$ cat src/rtl/rr_arb2x1_pkg.sv
// Shared types and the round-robin pick function for the 2:1 arbiter.
package rr_arb2x1_pkg;

    typedef enum logic {
        SRC0 = 1'b0,
        SRC1 = 1'b1
    } src_e;

    // Lone requester wins; on a tie the one not granted last time wins.
    function automatic src_e rr_pick(input logic v0, input logic v1, input src_e last);
        if (v0 && v1) begin
            return (last == SRC0) ? SRC1 : SRC0;
        end else if (v1) begin
            return SRC1;
        end else begin
            return SRC0;
        end
    endfunction

endpackage

$ cat src/rtl/rr_arb2x1_mux.sv
// WIDTH-wide 2:1 multiplexer used as the arbiter payload select.
module mux2x1_w #(
    parameter int unsigned WIDTH = 8
) (
    input  logic             sel_i,
    input  logic [WIDTH-1:0] a_i,
    input  logic [WIDTH-1:0] b_i,
    output logic [WIDTH-1:0] y_o
);

    always_comb begin
        y_o = sel_i ? b_i : a_i;
    end

endmodule

$ cat src/rtl/rr_arb2x1.sv
// Two-requester round-robin arbiter feeding a single registered output slot.
module rr_arb2x1
    import rr_arb2x1_pkg::*;
#(
    parameter int unsigned WIDTH = 8
) (
    input  logic             clk,
    input  logic             rst,
    input  logic             in0_valid,
    input  logic [WIDTH-1:0] in0_data,
    output logic             in0_ready,
    input  logic             in1_valid,
    input  logic [WIDTH-1:0] in1_data,
    output logic             in1_ready,
    output logic             out_valid,
    output logic [WIDTH-1:0] out_data,
    output logic             out_src,
    input  logic             out_ready
);

    logic             out_valid_q, out_valid_d;
    logic [WIDTH-1:0] out_data_q,  out_data_d;
    src_e             out_src_q,   out_src_d;
    src_e             last_q,      last_d;

    src_e             grant;
    logic             slot_free;
    logic             take;
    logic             accept;
    logic [WIDTH-1:0] mux_y;

    // Slot frees when empty or draining this cycle, allowing drain+refill.
    always_comb begin
        grant     = rr_pick(in0_valid, in1_valid, last_q);
        slot_free = ~out_valid_q | out_ready;
        take      = ~rst & slot_free;
        in0_ready = take & in0_valid & (grant == SRC0);
        in1_ready = take & in1_valid & (grant == SRC1);
        accept    = (in0_valid & in0_ready) | (in1_valid & in1_ready);
    end

    mux2x1_w #(
        .WIDTH (WIDTH)
    ) u_mux (
        .sel_i (grant == SRC1),
        .a_i   (in0_data),
        .b_i   (in1_data),
        .y_o   (mux_y)
    );

    always_comb begin
        out_valid_d = out_valid_q;
        out_data_d  = out_data_q;
        out_src_d   = out_src_q;
        last_d      = last_q;
        if (slot_free) begin
            out_valid_d = accept;
            if (accept) begin
                out_data_d = mux_y;
                out_src_d  = grant;
                last_d     = grant;
            end
        end
    end

    // Reset leaves last grant at requester 1 so requester 0 wins the first tie.
    always_ff @(posedge clk) begin
        if (rst) begin
            out_valid_q <= 1'b0;
            out_data_q  <= '0;
            out_src_q   <= SRC0;
            last_q      <= SRC1;
        end else begin
            out_valid_q <= out_valid_d;
            out_data_q  <= out_data_d;
            out_src_q   <= out_src_d;
            last_q      <= last_d;
        end
    end

    assign out_valid = out_valid_q;
    assign out_data  = out_data_q;
    assign out_src   = out_src_q;

endmodule

$ cat config.mk
export PLATFORM = sky130hd
export DESIGN_NAME = rr_arb2x1
export DESIGN_NICKNAME = d
export VERILOG_FILES = /design/src/rtl/rr_arb2x1_pkg.sv /design/src/rtl/rr_arb2x1_mux.sv /design/src/rtl/rr_arb2x1.sv
export SDC_FILE = /design/constraint.sdc
export NUM_CORES = 1
export LEC_CHECK = 0
export CORE_MARGIN = 2
export CORE_UTILIZATION = 38
export DETAILED_ROUTE_END_ITERATION = 10
export PLACE_DENSITY = 0.82
export SLEW_MARGIN = 20
export SYNTH_ARGS = -nofsm -noshare
export SYNTH_HDL_FRONTEND = slang
export SYNTH_HIERARCHICAL = 1
export SYNTH_SLANG_ARGS = --single-unit
$ cat constraint.sdc
create_clock -name clk -period 1.6 [get_ports clk]
set_input_delay 0.32 -clock clk [delete_from_list [all_inputs] [get_ports clk]]
set_output_delay 0.32 -clock clk [all_outputs]
set_load 0.01 [all_outputs]
==> flow_summary.toml, run 1 <==
[final_layout]
diodes = 0
layout_commonest_cell = "clkdlybuf4s50_1"
layout_common_cells = "clkdlybuf4s50_1, dfxtp_1, nand2_1"
final_core_util_pct = 66.5
drive_gt1_share_pct = 26.9
syn_to_final_growth_pct = 61.5
final_nets = 126

[sta]
drv_slew = 0
setup-violations-final = 0
fin_crit_sh_pct = 97.8
skew_ps = 2.19
fin_ws_ps = 35.7
tightest_slew_ps = 386
slew-limit-headroom_pct = 74.3
finalCriticalPeriod_ps = 1560
max_freq_mhz = 639
worst_hold_slack_ps = 489
finalSetupTns_ps = 0
rsz0062_at_grt = "false"
hold_viol_final = 0

[flow_run]
cap_viol_max_count = 0

[placement]
dp_slack_ps = -486
hpwlAfterDp_mm = 1.19
gp_congestion = 0.768
io_buffers = 32

[yosys]
synth_fp_nets = 85
synth_seq_area_share_pct = 34.7
ys_seq_elements = 11
ys_warn_count = 6
netlist-cell-type-count = 20
syn_inst = 64
avgSynthCellArea_um2 = 9.91
synth_area_um2 = 634

[floorplanning]
core_um2 = 1540
fp.dieH_um = 44.9
rows = 14
chipWidth_um = 44.9
boundaryPins = 33
initial_utilization_pct = 41.2
die-area_um2 = 2010

[setup_path]
r2r_cells = 5
cp_top_family = "flip-flops"
cp.required_ps = 1280
endpoint_kind = "primary output"
slowest_stage = "dfxtp_1"
cp_num_buf_inv = 1
critical-path-max-stage-delay_ps = 410
cp_max_fo = 3
path_depth = 3
startpoint_type = "flop"
path_class = "flop to primary output"
arrival_ps = 1240
crit_chain = "a21boi_4, nor4_2, buf_2"

[grt]
grt_pass1_vias = 618
antenna_found_initial = 0
grt_usage_pct = 18.6
grt_max_degree = 18
grt_pass1_wl_mm = 2.66
grt_overflow = 0

[route]
vias_per_cell = 5.58
drt_iter0_drc = 34
drc = 0
vias = 669
routedWlPerCell_um = 13.3
drtAntennaViolNets = 0
firstDrtPassIters = 4
wirelength_mm = 1.60

[clock_tree]
cts_tree = "done"
clockBufferDepth = 2
ctsHoldBuffers = 0
clock_sinks = 11
htreeDepth = 1
clk_pin_slew_worst_paths_ps = 70
clk-insertion-delay-late_ps = 270
cts_root_buf = "clkbuf_4"
cts_buffers = 3

[pwr]
ir_worst_vdd_mv = 0.327
power.total_w = 0.000733
p_leak_nw = 0.466
p_per_area_nw_per_um2 = 716

[outcome]
status = "finished clean"

[worst_hold_path]
hold_depth = 2
min_path_type = "flop to flop"
stage by stage:
stage	cell area, µm²	instances
floorplan	634	64
global placement	995	116
detailed placement	995	116
CTS	1020	121
global route	1020	120
finish	1020	120
cells by family after synthesis:
family	synth area share, %
AOI/OAI and AO/OA	15.6
buffers and inverters	8.68
DFF	34.7
muxes	18.9
and+or+nand+nor	22.1
flip-flops by register name, indices dropped and copies added, names as in the netlist:
signal,count
last_q,1
out_data,8
out_src,1
out_valid,1
final timing paths:
path | slack (ps) | start | to
setup / recovery | 40 | last_q | in0_ready
hold / removal | 490 | out_data[1] | out_data[1]
setup reg to reg | 270 | last_q | out_data[3]
hold reg to reg | 490 | out_data[1] | out_data[1]
timing repair:
action                                  in CTS  in global routing
endpoints found under the setup margin       2                 10
resized for setup                           11                  2
buffers inserted                             1                  0
pin swaps                                    2                  2
cloned                                       0                  0
endpoints found under the hold margin        0                  0
area by class of cell:
| type | count | area, µm² |
|---|---|---|
| flip-flops and latches | 11 | 220 |
| fillers | 129 | 517 |
| multi-input cells | 46 | 373 |
| clock buffers | 4 | 26.3 |
| repair buffers | 41 | 378 |
| inverters | 2 | 7.51 |
| well taps | 16 | 20.0 |
metal layers:
layer	GRT usage (%)	part of all wire [%]
met5	0	0
met4	10.6	1.9
met3	3.20	6.4
met2	32.8	51
met1	20.9	40
cell usage after synthesis, drive strengths merged:
cell | number | share of area, %
o211ai | 9 | 11
or2 | 1 | 0.99
nor2 | 1 | 0.99
and3 | 1 | 0.99
nor2b | 1 | 2.2
o21ai | 2 | 1.6
nor4 | 1 | 0.99
dfxtp | 11 | 35
nand2b | 1 | 2.2
a21oi | 2 | 1.6
nand2 | 10 | 5.9
inv | 2 | 1.2
mux2 | 8 | 19
nand4 | 8 | 7.9
buf | 5 | 7.5
a21boi | 1 | 1.8
worst min-delay path, stage by stage (launching register included):
cell	delay, ps
dfxtp_1	310
o211ai_1	80
nand2_1	50
where the power goes:
| group | total (W) | internal [W] | switching (W) |
|---|---|---|---|
| combinational | 0.000227 | 0.000142 | 0.0000853 |
| sequential | 0.000312 | 0.000297 | 0.0000147 |
| clock | 0.000194 | 0.0000965 | 0.0000979 |
Note: power is estimated with default switching activity, not from simulation.
==> inputs of run 2 (changes only) <==
- CAP_MARGIN: unset -> 10
- CORE_UTILIZATION: 38 -> 35
- PLACE_DENSITY: 0.82 -> 0.76
==> flow_summary.toml, run 2 (synthesis results as in run 1) <==
[sta]
drv_slew = 0
tightest_slew_ps = 400
worst_hold_slack_ps = 351
skew_ps = 1.24
slew-limit-headroom_pct = 73.3
hold_viol_final = 0
fin_crit_sh_pct = 96.2
rsz0062_at_grt = "false"
finalCriticalPeriod_ps = 1540
max_freq_mhz = 650
setup-violations-final = 0

[setup_path]
path_class = "flop to primary output"
slowest_stage = "clkdlybuf4s50_1"
startpoint = "out_valid"
r2r_cells = 5
startpoint_type = "flop"
cp_num_buf_inv = 1
cp_max_fo = 3
cp_top_family = "buffers and inverters"
rr_endpoint = "out_data[1]"
cp.required_ps = 1280
regToRegSetupSlack_ps = 310
reg2reg_from = "last_q"
crit_chain = "clkdlybuf4s50_1"
endpoint_kind = "primary output"
critical-path-max-stage-delay_ps = 560
arrival_ps = 1220

[grt]
grt_usage_pct = 15.6
grt_pass1_vias = 598
grt_max_degree = 18
grt_overflow = 0
grt_pass1_wl_mm = 2.48
antenna_found_initial = 0

[clock_tree]
htreeDepth = 1
cts_tree = "done"
cts_buffers = 3
clockBufferDepth = 2
clock_sinks = 11
clk-insertion-delay-late_ps = 260
cts_root_buf = "clkbuf_4"
clk_pin_slew_worst_paths_ps = 80

[worst_hold_path]
min_to = "out_src"
hold_depth = 2
min_path_type = "input pin to flop"
holdCritStartpoint = "rst"

[floorplanning]
boundaryPins = 33
chipWidth_um = 46.6
fp.dieH_um = 46.6
initial_utilization_pct = 37.1
rows = 15
die-area_um2 = 2170
core_um2 = 1710

[route]
routedWlPerCell_um = 12.0
drtAntennaViolNets = 0
drt_iter0_drc = 5
wirelength_mm = 1.52
vias = 639
firstDrtPassIters = 3
drc = 0
vias_per_cell = 5.03

[final_layout]
largest_reg_flops = 8
diodes = 0
final_core_util_pct = 59.8
syn_to_final_growth_pct = 60.9
layout_commonest_cell = "clkdlybuf4s50_1"
drive_gt1_share_pct = 26.5
final_nets = 124
fin_area_um2 = 1020
layout_common_cells = "clkdlybuf4s50_1, dfxtp_1, nand2_1"

[pwr]
ir_worst_vdd_mv = 0.360
power.total_w = 0.000724
p_per_area_nw_per_um2 = 709
p_leak_nw = 0.460

[flow_run]
cap_viol_max_count = 0

[placement]
hpwlAfterDp_mm = 1.14
placed_area_um2 = 991
gp_congestion = 0.752
io_buffers = 32

[outcome]
status = "finished clean"
run 2: cell types whose count changed in the layout (fill, tap and decap cells not counted):
cell | previous run | this run
clkdlybuf4s50_1 | 27 | 26
clkbuf_1 | 1 | 0
clkinv_2 | 0 | 1
dlygate4sd2_1 | 2 | 3
buf_4 | 9 | 7
run 2: how the worst max path moves through the flow:
stage / to / slack (ps) / cells past startpoint
finish: out_valid / 60 / 1
floorplan: in0_ready / 310 / 3
CTS: in0_ready / 20 / 3
global placement: in0_ready / -440 / 4
detailed placement: in0_ready / -490 / 4
global route: out_valid / 30 / 1
run 2: power breakdown:
group	internal (W)	switching, W
sequential	0.000297	0.0000148
clock	0.0000924	0.0000995
combinational	0.000137	0.0000832
run 2: cell type report:
| cell class | instances | area [µm²] |
|---|---|---|
| Fill cell | 148 | 687 |
| Multi-Input combinational cell | 46 | 373 |
| Timing Repair Buffer | 39 | 362 |
| Sequential cell | 11 | 220 |
| Tap cell | 25 | 31.3 |
| Clock buffer | 3 | 22.5 |
| Inverter | 2 | 7.51 |
| Clock inverter | 1 | 5.00 |
run 2: per-layer routing:
layer	global-route usage, %	routed length, µm	vias to the layer above	part of all wire (%)
li1	-	-	315	-
met1	20.0	633	307	42
met2	27.2	835	17	55
met3	1.18	51	0	3.4
met4	5.14	0	0	0
met5	0	0	-	0
run 2: per-stage QoR:
stage,setup slack (ps),instances,TNS (ps)
floorplan,308,64,0
global placement,-441,123,-2040
detailed placement,-489,123,-2180
CTS,16.4,127,0
global route,30.8,127,0
finish,60.8,127,0
run 2: timing repair:
action,CTS,global route
buffers inserted,0,0
setup endpoints to repair,2,2
resized for setup,13,1
hold buffers,0,0
hold endpoints to repair,0,0
pin swaps,1,0
==> inputs of run 3 (changes only) <==
--- a/config.mk
+++ b/config.mk
@@ -10,5 +10,5 @@
 export CORE_UTILIZATION = 35
 export DETAILED_ROUTE_END_ITERATION = 10
-export PLACE_DENSITY = 0.76
+export PLACE_DENSITY = 0.72
 export SLEW_MARGIN = 20
 export SYNTH_ARGS = -nofsm -noshare
==> constraint.sdc (replaced) <==
create_clock -name clk -period 1.6 [get_ports clk]
set_input_delay 0.32 -clock clk [delete_from_list [all_inputs] [get_ports clk]]
set_output_delay 0.32 -clock clk [all_outputs]
set_load 0.005 [all_outputs]
==> flow_summary.toml, run 3 (synthesis results as in run 1) <==
[sta]
setup-violations-final = 0
tightest_slew_ps = 292
skew_ps = 5.62
hold_viol_final = 0
finalSetupTns_ps = 0
fin_ws_ps = 95.1
slew-limit-headroom_pct = 80.5
drv_slew = 0
max_freq_mhz = 664
finalCriticalPeriod_ps = 1500
fin_crit_sh_pct = 94.1
rsz0062_at_grt = "false"

[clock_tree]
ctsHoldBuffers = 0
htreeDepth = 1
clk-insertion-delay-late_ps = 270
clockBufferDepth = 2
clk_pin_slew_worst_paths_ps = 60
cts_buffers = 3
clock_sinks = 11
cts_root_buf = "clkbuf_4"
cts_tree = "done"

[placement]
dp_slack_ps = -450
gp_congestion = 0.693
io_buffers = 32
hpwlAfterDp_mm = 1.16

[pwr]
ir_worst_vdd_mv = 0.382
p_leak_nw = 0.466
power.total_w = 0.000720
p_per_area_nw_per_um2 = 690

[final_layout]
syn_to_final_growth_pct = 64.5
final_core_util_pct = 61.1
multi_input_area_um2 = 373
regArea_um2 = 221
fill_cells = 152
layout_commonest_cell = "clkdlybuf4s50_1"
drive_gt1_share_pct = 27.6
diodes = 0
largest_reg_flops = 8
final_nets = 127
layout_common_cells = "clkdlybuf4s50_1, nand2_1, dfxtp_1, buf_4, o211ai_1"

[floorplanning]
die-area_um2 = 2170
chipWidth_um = 46.6
rows = 15
boundaryPins = 33
initial_utilization_pct = 37.1
fp.dieH_um = 46.6
core_um2 = 1710

[setup_path]
endpoint_kind = "primary output"
startpoint_type = "input pin"
slowest_stage = "dlygate4sd2_1"
cp.required_ps = 1280
critical-path-max-stage-delay_ps = 250
crit_chain = "dlygate4sd2_1, a21boi_4, buf_4, nor4_2, buf_2"
cp_max_fo = 3
path_class = "input pin to primary output"
arrival_ps = 1180

[route]
wirelength_mm = 1.60
routedWlPerCell_um = 12.3
drtAntennaViolNets = 0
drt_iter0_drc = 15
firstDrtPassIters = 4
drc = 0
vias = 634
vias_per_cell = 4.88

[worst_hold_path]
min_path_type = "input pin to flop"

[grt]
grt_pass1_vias = 605
antenna_found_initial = 0
grt_overflow = 0
grt_usage_pct = 17.5
grt_max_degree = 18
grt_pass1_wl_mm = 2.64

[outcome]
status = "finished clean"

[flow_run]
cap_viol_max_count = 0
run 3: cell types whose count changed in the layout (fill, tap and decap cells not counted), sizes merged:
| cell | before | now |
|---|---|---|
| dlymetal6s2s | 1 | 0 |
| dlygate4sd2 | 3 | 5 |
| clkinv | 1 | 0 |
| clkbuf | 3 | 4 |
| buf | 9 | 11 |
run 3: worst paths after layout:
check	startpoint	to	slack, ps	depth (start not counted)
worst max register to register	last_q	out_data[3]	320	6
worst min-delay path	rst	out_src	450	2
worst min register to register	out_data[2]	out_data[2]	490	2
worst max-delay path	in1_valid	in0_ready	100	5
run 3: layout make-up:
type	instances	area share [%]
Multi-Input combinational cell	46	35.7
Clock buffer	4	2.52
Sequential cell	11	21.2
Tap cell	25	3.00
Inverter	2	0.719
Timing Repair Buffer	42	36.8
run 3: per-stage QoR:
step	cells	cell area (µm²)	hold WS (ps)
after floorplan	64	634	389
after global placement	125	1010	463
after detailed placement	125	1010	480
after CTS	130	1040	446
after global routing	130	1040	438
final	130	1040	453
run 3: repair_timing:
action | CTS | global route
hold endpoints to repair | 0 | 0
buffers inserted | 1 | 0
resized for setup | 11 | 1
setup endpoints to repair | 2 | 1
run 3: critical path: cells and delay by family:
family,cells,cell delay (ps)
buffers and inverters,3,540
AND/OR/NAND/NOR,1,190
AO/OA/AOI/OAI,1,140
run 3: layer usage:
| metal | wire [µm] | track usage [%] | vias to the layer above |
|---|---|---|---|
| met3 | 79 | 5.88 | 2 |
| met2 | 837 | 29.4 | 20 |
| met5 | 0 | 0 | - |
| met1 | 661 | 20.9 | 294 |
| li1 | - | - | 318 |
| met4 | 18 | 5.14 | 0 |
run 3: report_power, final:
part	total (W)	internal [W]	switching [W]
registers	0.000313	0.000298	0.0000155
clock network	0.000189	0.0000965	0.0000920
logic	0.000218	0.000143	0.0000753
total	0.000720	0.000537	0.000183
